==> src/rtl/mips_pkg.sv <==
// Shared MDU encodings for the MIPS MCU execute stage.
package mips_pkg;

  typedef enum logic [1:0] {
    MDU_MULT  = 2'b00,
    MDU_MULTU = 2'b01,
    MDU_DIV   = 2'b10,
    MDU_DIVU  = 2'b11
  } mdu_op_e;

  typedef enum logic [1:0] {
    S_IDLE = 2'b00,
    S_CALC = 2'b01,
    S_FIX  = 2'b10
  } mdu_state_e;

  localparam int MDU_ITERS = 32;

  // Control captured at accept; result signs are decided from the operands then.
  typedef struct packed {
    logic is_div;
    logic neg_lo;
  } mdu_ctl_t;

  function automatic logic op_is_signed(mdu_op_e op);
    return (op == MDU_MULT) || (op == MDU_DIV);
  endfunction

endpackage

==> src/rtl/mdu_sign_fix.sv <==
// Conditional two's-complement negate; gives magnitudes of signed operands and re-signs results.
module mdu_sign_fix #(
  parameter int W = 32
) (
  input  logic [W-1:0] val,
  input  logic         neg,
  output logic [W-1:0] res
);

  assign res = neg ? (~val + W'(1)) : val;

endmodule

==> src/rtl/mult_div_unit.sv <==
// Iterative MULT/MULTU/DIV/DIVU unit with private HI/LO.
// Define MDU_DIV_EN to build the restoring divider; without it DIV/DIVU complete in one cycle.
module mult_div_unit
  import mips_pkg::*;
#(
  parameter int WIDTH = MDU_ITERS
) (
  input  logic             clk,
  input  logic             rst,
  input  logic             start,
  input  logic [1:0]       op,
  input  logic [WIDTH-1:0] rs_data,
  input  logic [WIDTH-1:0] rt_data,
  input  logic             hi_we,
  input  logic             lo_we,
  input  logic [WIDTH-1:0] wr_data,
  output logic             busy,
  output logic             done,
  output logic [WIDTH-1:0] hi,
  output logic [WIDTH-1:0] lo
);

  localparam int CW = $clog2(WIDTH);
  localparam logic [CW-1:0] LAST = CW'(WIDTH - 1);

  mdu_state_e         state_q, state_d;
  logic               done_d;
  logic [CW-1:0]      cnt_q;
  logic [2*WIDTH-1:0] acc_q;
  logic [WIDTH-1:0]   dsr_q;
  mdu_ctl_t           ctl_q, ctl_d;
  logic               no_div_path;

  mdu_op_e op_e;
  logic    sgn;
  assign op_e = mdu_op_e'(op);
  assign sgn  = op_is_signed(op_e);
  assign busy = (state_q != S_IDLE);

  // [0]=rs, [1]=rt
  logic [1:0][WIDTH-1:0] opnd_raw, opnd_mag;
  logic [1:0]            opnd_neg;
  assign opnd_raw = {rt_data, rs_data};

  for (genvar g = 0; g < 2; g++) begin : g_opnd
    assign opnd_neg[g] = sgn & opnd_raw[g][WIDTH-1];
    mdu_sign_fix #(.W(WIDTH)) u_fix (
      .val (opnd_raw[g]),
      .neg (opnd_neg[g]),
      .res (opnd_mag[g])
    );
  end

  assign ctl_d.is_div = op_e[1];
  assign ctl_d.neg_lo = opnd_neg[0] ^ opnd_neg[1];

  // Shift-add: multiplier sits in acc low half and drains out as the product fills in.
  logic [WIDTH:0]     mul_sum;
  logic [2*WIDTH-1:0] mul_step;
  assign mul_sum  = {1'b0, acc_q[2*WIDTH-1:WIDTH]} + {1'b0, (acc_q[0] ? dsr_q : '0)};
  assign mul_step = {mul_sum, acc_q[WIDTH-1:1]};

  logic [2*WIDTH-1:0] prod_fix, fix_val, calc_step;
  mdu_sign_fix #(.W(2*WIDTH)) u_prod_fix (
    .val (acc_q),
    .neg (ctl_q.neg_lo),
    .res (prod_fix)
  );

`ifdef MDU_DIV_EN
  logic neg_rem_q, div0_q;

  // Restoring step: remainder in acc high half, dividend shifts out / quotient shifts in below.
  logic [WIDTH:0]     div_rq, div_diff;
  logic               div_ge;
  logic [2*WIDTH-1:0] div_step;
  assign div_rq   = acc_q[2*WIDTH-1:WIDTH-1];
  assign div_diff = div_rq - {1'b0, dsr_q};
  assign div_ge   = ~div_diff[WIDTH];
  assign div_step = {(div_ge ? div_diff[WIDTH-1:0] : div_rq[WIDTH-1:0]),
                     acc_q[WIDTH-2:0], div_ge};

  logic [WIDTH-1:0] quo_fix, rem_fix;
  mdu_sign_fix #(.W(WIDTH)) u_quo_fix (
    .val (acc_q[WIDTH-1:0]),
    .neg (ctl_q.neg_lo),
    .res (quo_fix)
  );
  mdu_sign_fix #(.W(WIDTH)) u_rem_fix (
    .val (acc_q[2*WIDTH-1:WIDTH]),
    .neg (neg_rem_q),
    .res (rem_fix)
  );

  // Divide by zero: remainder already equals the dividend, only LO needs forcing.
  assign fix_val     = ctl_q.is_div ? {rem_fix, (div0_q ? {WIDTH{1'b1}} : quo_fix)} : prod_fix;
  assign calc_step   = ctl_q.is_div ? div_step : mul_step;
  assign no_div_path = 1'b0;

  always_ff @(posedge clk) begin
    if (rst) begin
      neg_rem_q <= 1'b0;
      div0_q    <= 1'b0;
    end else if (state_q == S_IDLE && start) begin
      neg_rem_q <= opnd_neg[0];
      div0_q    <= (rt_data == '0);
    end
  end
`else
  assign fix_val     = prod_fix;
  assign calc_step   = mul_step;
  assign no_div_path = ctl_q.is_div;
`endif

  always_comb begin
    state_d = state_q;
    done_d  = 1'b0;
    case (state_q)
      S_IDLE: if (start) state_d = S_CALC;
      S_CALC: begin
        if (no_div_path) begin
          state_d = S_IDLE;
          done_d  = 1'b1;
        end else if (cnt_q == LAST) begin
          state_d = S_FIX;
        end
      end
      // Two FIX cycles: the 2*WIDTH negate is registered before it reaches hi/lo.
      S_FIX: begin
        if (cnt_q != '0) begin
          state_d = S_IDLE;
          done_d  = 1'b1;
        end
      end
      default: state_d = S_IDLE;
    endcase
  end

  always_ff @(posedge clk) begin
    if (rst) begin
      state_q <= S_IDLE;
      done    <= 1'b0;
    end else begin
      state_q <= state_d;
      done    <= done_d;
    end
  end

  always_ff @(posedge clk) begin
    if (rst) begin
      cnt_q <= '0;
      acc_q <= '0;
      dsr_q <= '0;
      ctl_q <= '0;
      hi    <= '0;
      lo    <= '0;
    end else begin
      case (state_q)
        S_IDLE: begin
          if (start) begin
            cnt_q <= '0;
            ctl_q <= ctl_d;
            if (ctl_d.is_div) begin
              acc_q <= {{WIDTH{1'b0}}, opnd_mag[0]};
              dsr_q <= opnd_mag[1];
            end else begin
              acc_q <= {{WIDTH{1'b0}}, opnd_mag[1]};
              dsr_q <= opnd_mag[0];
            end
          end else begin
            if (hi_we) hi <= wr_data;
            if (lo_we) lo <= wr_data;
          end
        end
        S_CALC: begin
          cnt_q <= (state_d == S_CALC) ? cnt_q + CW'(1) : '0;
          acc_q <= calc_step;
        end
        S_FIX: begin
          if (cnt_q == '0) begin
            cnt_q <= cnt_q + CW'(1);
            acc_q <= fix_val;
          end else begin
            cnt_q <= '0;
            hi    <= acc_q[2*WIDTH-1:WIDTH];
            lo    <= acc_q[WIDTH-1:0];
          end
        end
        default: cnt_q <= '0;
      endcase
    end
  end

endmodule

==> config.mk <==
export PLATFORM = sky130hd
export DESIGN_NAME = mult_div_unit
export DESIGN_NICKNAME = d
export VERILOG_FILES = /design/src/rtl/mips_pkg.sv /design/src/rtl/mdu_sign_fix.sv /design/src/rtl/mult_div_unit.sv
export SDC_FILE = /design/constraint.sdc
export NUM_CORES = 1
export LEC_CHECK = 0
export BUFFER_PORTS_ARGS = -buffer_cell sky130_fd_sc_hd__buf_2
export CAP_MARGIN = 15
export CORE_AREA = 2 2 158 160
export CTS_CLUSTER_SIZE = 30
export DETAILED_ROUTE_END_ITERATION = 10
export DIE_AREA = 0 0 160 162
export PLACE_DENSITY_LB_ADDON = 0.3
export SLEW_MARGIN = 20
export SYNTH_ARGS = -nofsm -noshare
export SYNTH_HDL_FRONTEND = slang
export SYNTH_SLANG_ARGS = --single-unit
==> constraint.sdc <==
create_clock -name clk -period 4.7 [get_ports clk]
set_input_delay 0.47 -clock clk [delete_from_list [all_inputs] [get_ports clk]]
set_output_delay 0.47 -clock clk [all_outputs]
set_load 0.1 [all_outputs]
Word-level counts from Yosys, hierarchy flattened
Cells that the tools add are included.

storage, ports and cells
  register bits after elaboration = 170
  input bits = 103
  output and inout bits = 66
  logic and storage cells = 73

operators by class
  $add $sub $neg = 5
  equality and inequality tests = 12
  multiplexer cells = 29
  bitwise gates (word level) = 6
  reduce and logical (&&, ||, !) cells = 12

operators by type and width
  kind                   count
  $mux 32                11
  $mux 64                3
  $pmux 64 s3            1
  $pmux 32 s2            2
  $add 32x1->32 const B  2
  $add 64x1->64 const B  1
  $not 32->32            2
  $not 64->64            1
  $add 32x32->33         1
  $mux 5                 3
  $pmux 5 s3             1
  $ne 2x2->1 const B     7
  $reduce_and 4->1       3
  $mux 2                 4
  $pmux 2 s3             1
  $add 5x1->5 const B    1
  $eq 5x5->1 const B     1
  $logic_not 5->1        1
  $reduce_bool 5->1      1
  $eq 2x1->1 const B     2
  $eq 2x2->1 const B     2
  $logic_not 2->1        2
  $reduce_bool 2->1      2
  $reduce_bool 3->1      1
  other kinds (6)        8

Logic depth before layout (Yosys ltp)
  depth in word-level cells = 7
  gate-level depth with buffers = 14
  depth with buffers taken out = 12

Modules after synthesis
Synthesis repeated with hierarchy kept, for this count alone.

unflattened totals
  cells, all modules = 1625
  area, all modules = 13110.1 µm²

by module, submodules not included
  module                               instances  cells each  area each (µm²)  sequential area each (µm²)
  mult_div_unit                        1          1221        9907.0           3403.3
  mdu_sign_fix at u_prod_fix           1          206         1649.1           0.0
  mdu_sign_fix at g_opnd[0].u_fix ...  2          99          777.0            0.0

Least setup slack after synthesis
No wires, ideal clock.

  path type = register to register
  from = reg state_q[1]
  to = reg acc_q[63]
  setup time = 79 ps
  arrival = 3423 ps
  required time = 4621 ps
  setup slack = 1198 ps
  stages on the path, launching flop included = 12
  buffers on the path = 1
  clock period less this slack = 3502 ps
  cell sequence = dfxtp_1 inv_1 ha_1 clkbuf_1 inv_1 nor2_1 a211oi_2 nand2_1 nor2_1 nand2_1 or4_1 o211ai_1

on the way
  word-level cells in the longest chain between the ends = 3
  elaborated cells between the ends (all ways) = 9
  classes of those cells = eq/ne (5); mux (1); reduce/logical (3)

RTL lines
  element                                                                  line                  source
  from (decl)                                                              mult_div_unit.sv:26   mdu_state_e state_q, state_d;
  from (signal assigned)                                                   mult_div_unit.sv:144  state_q <= state_d;
  $eq 2x2->1 (tied with other cells)                                       mult_div_unit.sv:158  case (state_q)
  $ne 2x2->1 (no source line) / $reduce_bool 3->1 (equally long branches)  n/a
  $reduce_and 4->1 (no source line)                                        n/a
  to (signal assigned)                                                     mult_div_unit.sv:164  acc_q <= {{WIDTH{1'b0}}, opnd_mag[0]};
  to (signal assigned)                                                     mult_div_unit.sv:167  acc_q <= {{WIDTH{1'b0}}, opnd_mag[1]};
  to (signal assigned)                                                     mult_div_unit.sv:177  acc_q <= calc_step;
  to (decl)                                                                mult_div_unit.sv:29   logic [2*WIDTH-1:0] acc_q;

Parallel ways exist; a longest one is shown, timed or not.
A chain may end at the register's enable or synchronous reset.

Final worst setup path
  from = reg acc_q[0]
  to = reg acc_q[63]

on the way
  word-level cells in the longest chain between the ends = 5
  elaborated cells between the ends (all ways) = 7
  classes of those cells = add/sub (2); mux (4); bitwise (1)

RTL lines
  element          line                  source
  $not 64->64      mdu_sign_fix.sv:10    assign res = neg ? (~val + W'(1)) : val;
  $add 64x1->64    mdu_sign_fix.sv:10
  $mux 64          mdu_sign_fix.sv:10
  $mux 64          mult_div_unit.sv:180  if (cnt_q == '0) begin
  $pmux 64 s3 (*)  mult_div_unit.sv:158

Mark *: on every way between the ends. The rest lies on a longest branch, timed or not. The select of a mux whose other input is x is not followed.

==> results.ini <==
[status]
status = finished clean

[global_route]
grt_pass1_vias = 11300
antenna_found_initial = 0
track_usage = 0.295
grt_pass1_wl_mm = 61.4
grt-ovfl-total = 0
grt_start_max_net_pins = 95

[routing]
drcViolationCount = 0
avgRoutedWirePerCell_um = 19.1
antenna_left = 0
wirelength_mm = 39.2
drt_iter0_drc = 1756
dr_total_vias = 12600
firstDrtPassIters = 6
viasPerCell = 6.15

[cells_and_area]
multi_input_area_sq_um = 8050
fin_cells = 2054
areaGrowthSynthToFinish_pct = 13.5
final-seq-area_sq_um = 3400
final_nets = 1864
final_layout_size_suffix_gt1_frac = 0.142
diodes = 0
fillerInstances = 2298

[clocking]
cts_hold_buf = 0
post_cts_buffers = 0
clk_pin_slew_worst_paths_ns = 0.07
clock-root-buffer = clkbuf_16
clkLatencyLatePin_ns = 0.43
htreeDepth = 4
cts-resized-gates = 0
clockBufferDepth = 2
cts_buffers = 17
cts_tree = done
cts.sink_count = 170

[synthesis]
synth_flop_cell = dfxtp_1
synth_edf_count = 0
ys_seq_elements = 170
synth.area.top_cells = dfxtp_1, a21oi_1, nor2_1
synth.yosys.warnings = 0
async_flop_share = 0
yosys.area.top_type_share = 0.284
yosysMostFrequentCell = nor2_1
synth_common_cells = nor2_1, a21oi_1, dfxtp_1
synth_nets = 1768
syn_avg_cell_area_sq_um = 7.38
yosysTopAreaCell = dfxtp_1
ys_seq_area_frac = 0.284
syn-cell-area_sq_um = 12000
synth_cell_types = 73
synth_cells = 1622

[critical_path]
r2r-start = acc_q[0]
r2r_end = acc_q[63]
crit_end = acc_q[63]
crit_arrival_ns = 4.36
critical_path_class = reg2reg
crit_path_end_kind = register
crit_path_max_fanout = 36
setup.worst_path.start = acc_q[0]
worstSetupStartpointType = register
r2r_slack_ns = 0.68
r2r_cells = 12
critPathRequiredTime_ns = 5.04

[die]
die-area_sq_um = 25900
die_height_um = 162
core_sq_um = 24100
start_util = 0.496
ios = 169
die_x_um = 160
num_rows = 57

[timing]
relSlewSlack = 0.305
skew_ns = 0.00848
period_needed_ns = 4.02
drv_slew = 0
fmax_ghz = 0.249
finalSetupViolCount = 0
hold_viol = 0
fin_crit_sh = 0.855
fin_setup_tns_ns = 0
worst_slew_pin_slew_ns = 1.04
rsz0062_at_grt = no

[power_and_ir_drop]
power_density_nw_per_um2 = 329
leakagePower_nw = 5.46
ir_drop_uv = 238

[min_path]
min_path_type = in2reg

[run]
max_cap_violations = 0

[placed_design]
hpwl_mm = 29.1
placed_cells = 2023
gp_congestion = 0.953
numPortBuffers = 168

[layer usage]
layer / vias to the layer above / share of wire / GRT usage
met3: 35 / 0.10 / 0.0488
met4: 0 / 0.0097 / 0.0704
met1: 5804 / 0.48 / 0.460
li1: 6138 / - / -
met5: - / 0 / 0
met2: 662 / 0.41 / 0.419
[how the worst min path moves through the flow]
| stage | to | from | cells past startpoint |
|---|---|---|---|
| 3_5_place_dp | dsr_q[23] | dsr_q[23] | 2 |
| 5_1_grt | dsr_q[30] | rs_data[30] | 3 |
| 6_report | dsr_q[30] | rs_data[30] | 3 |
| 2_1_floorplan | dsr_q[10] | dsr_q[10] | 2 |
| 3_3_place_gp | dsr_q[23] | dsr_q[23] | 2 |
| 4_1_cts | dsr_q[30] | rs_data[30] | 3 |
[registers in the layout, indices dropped and copies added, names as in the netlist]
signal / flops
acc_q: 64
cnt_q: 5
hi: 32
no_div_path: 1
lo: 32
dsr_q: 32
state_q: 2
done: 1
ctl_q: 1
[cell type report]
type                       count  share of cell area
inverter                      34             0.00940
clock inverter                14              0.0136
sequential                   170               0.251
timing repair buffer         186              0.0721
multi-input combinational   1309               0.593
clock buffer                  17              0.0313
tap                          324              0.0299
[layout by cell type, fill, tap and decap left out, types with 5 or more instances in the layout]
cell type,instances
o21ai_0,104
nor2b_1,39
mux2i_1,21
o221ai_1,21
or3_1,24
nor3_1,52
a32oi_1,11
ha_1,41
a22oi_1,16
a21oi_1,189
o21bai_1,6
o31ai_1,10
a221oi_1,8
xor2_1,57
a31oi_1,12
buf_2,167
nand2b_1,16
a211oi_1,78
or2_2,8
o211ai_1,23
and2_1,36
nor2_1,196
or4_1,17
inv_6,6
nand3_1,24
buf_4,19
nor4_1,18
inv_1,33
o41ai_1,7
dfxtp_1,170
nor3b_1,5
a21o_1,12
clkbuf_16,17
and3_1,9
o22ai_1,14
nand2_1,129
xnor2_1,43
[per-stage QoR]
| step | util | power [mW] | area [sq um] | hold WS, ns | setup WS (ns) |
|---|---|---|---|---|---|
| 6_report | 0.563 | 4.46 | 13600 | 0.413 | 0.682 |
| 5_1_grt | 0.563 | 4.63 | 13600 | 0.429 | 0.365 |
| 4_1_cts | 0.563 | 4.45 | 13600 | 0.398 | 0.644 |
| 3_5_place_dp | 0.538 | 2.97 | 13000 | 0.449 | 0.665 |
| 3_3_place_gp | 0.538 | 2.95 | 13000 | 0.438 | 0.920 |
| 2_1_floorplan | - | 2.65 | 12000 | 0.427 | 1.20 |
[cell families (layout without fill, tap and decap cells)]
family | count (synthesis) | in the layout | share of synthesized area
xor+xnor | 100 | 100 | 0.0732
simple gates | 596 | 596 | 0.244
mux | 22 | 22 | 0.0185
compound gates | 548 | 548 | 0.288
buf+inv | 143 | 251 | 0.0464
fa+ha+maj | 43 | 43 | 0.0456
flops | 170 | 170 | 0.284
[power breakdown]
part / internal [mW] / switching (mW)
clock: 0.851 / 0.652
combinational: 0.323 / 0.936
sequential: 1.56 / 0.141
total: 2.73 / 1.73
[critical path: stages, from the launching register on]
cell      delay [ns]
dfxtp_1         1.01
and2_1          0.24
ha_1            0.20
fa_1            0.25
a211oi_1        0.10
o211ai_1        0.23
a22oi_1         0.16
o31ai_1         0.52
a41oi_1         0.24
o21ai_0         0.22
a21oi_1         0.12
or4_1           0.50
o211ai_1        0.11
Power figures use the tool's default switching activity.
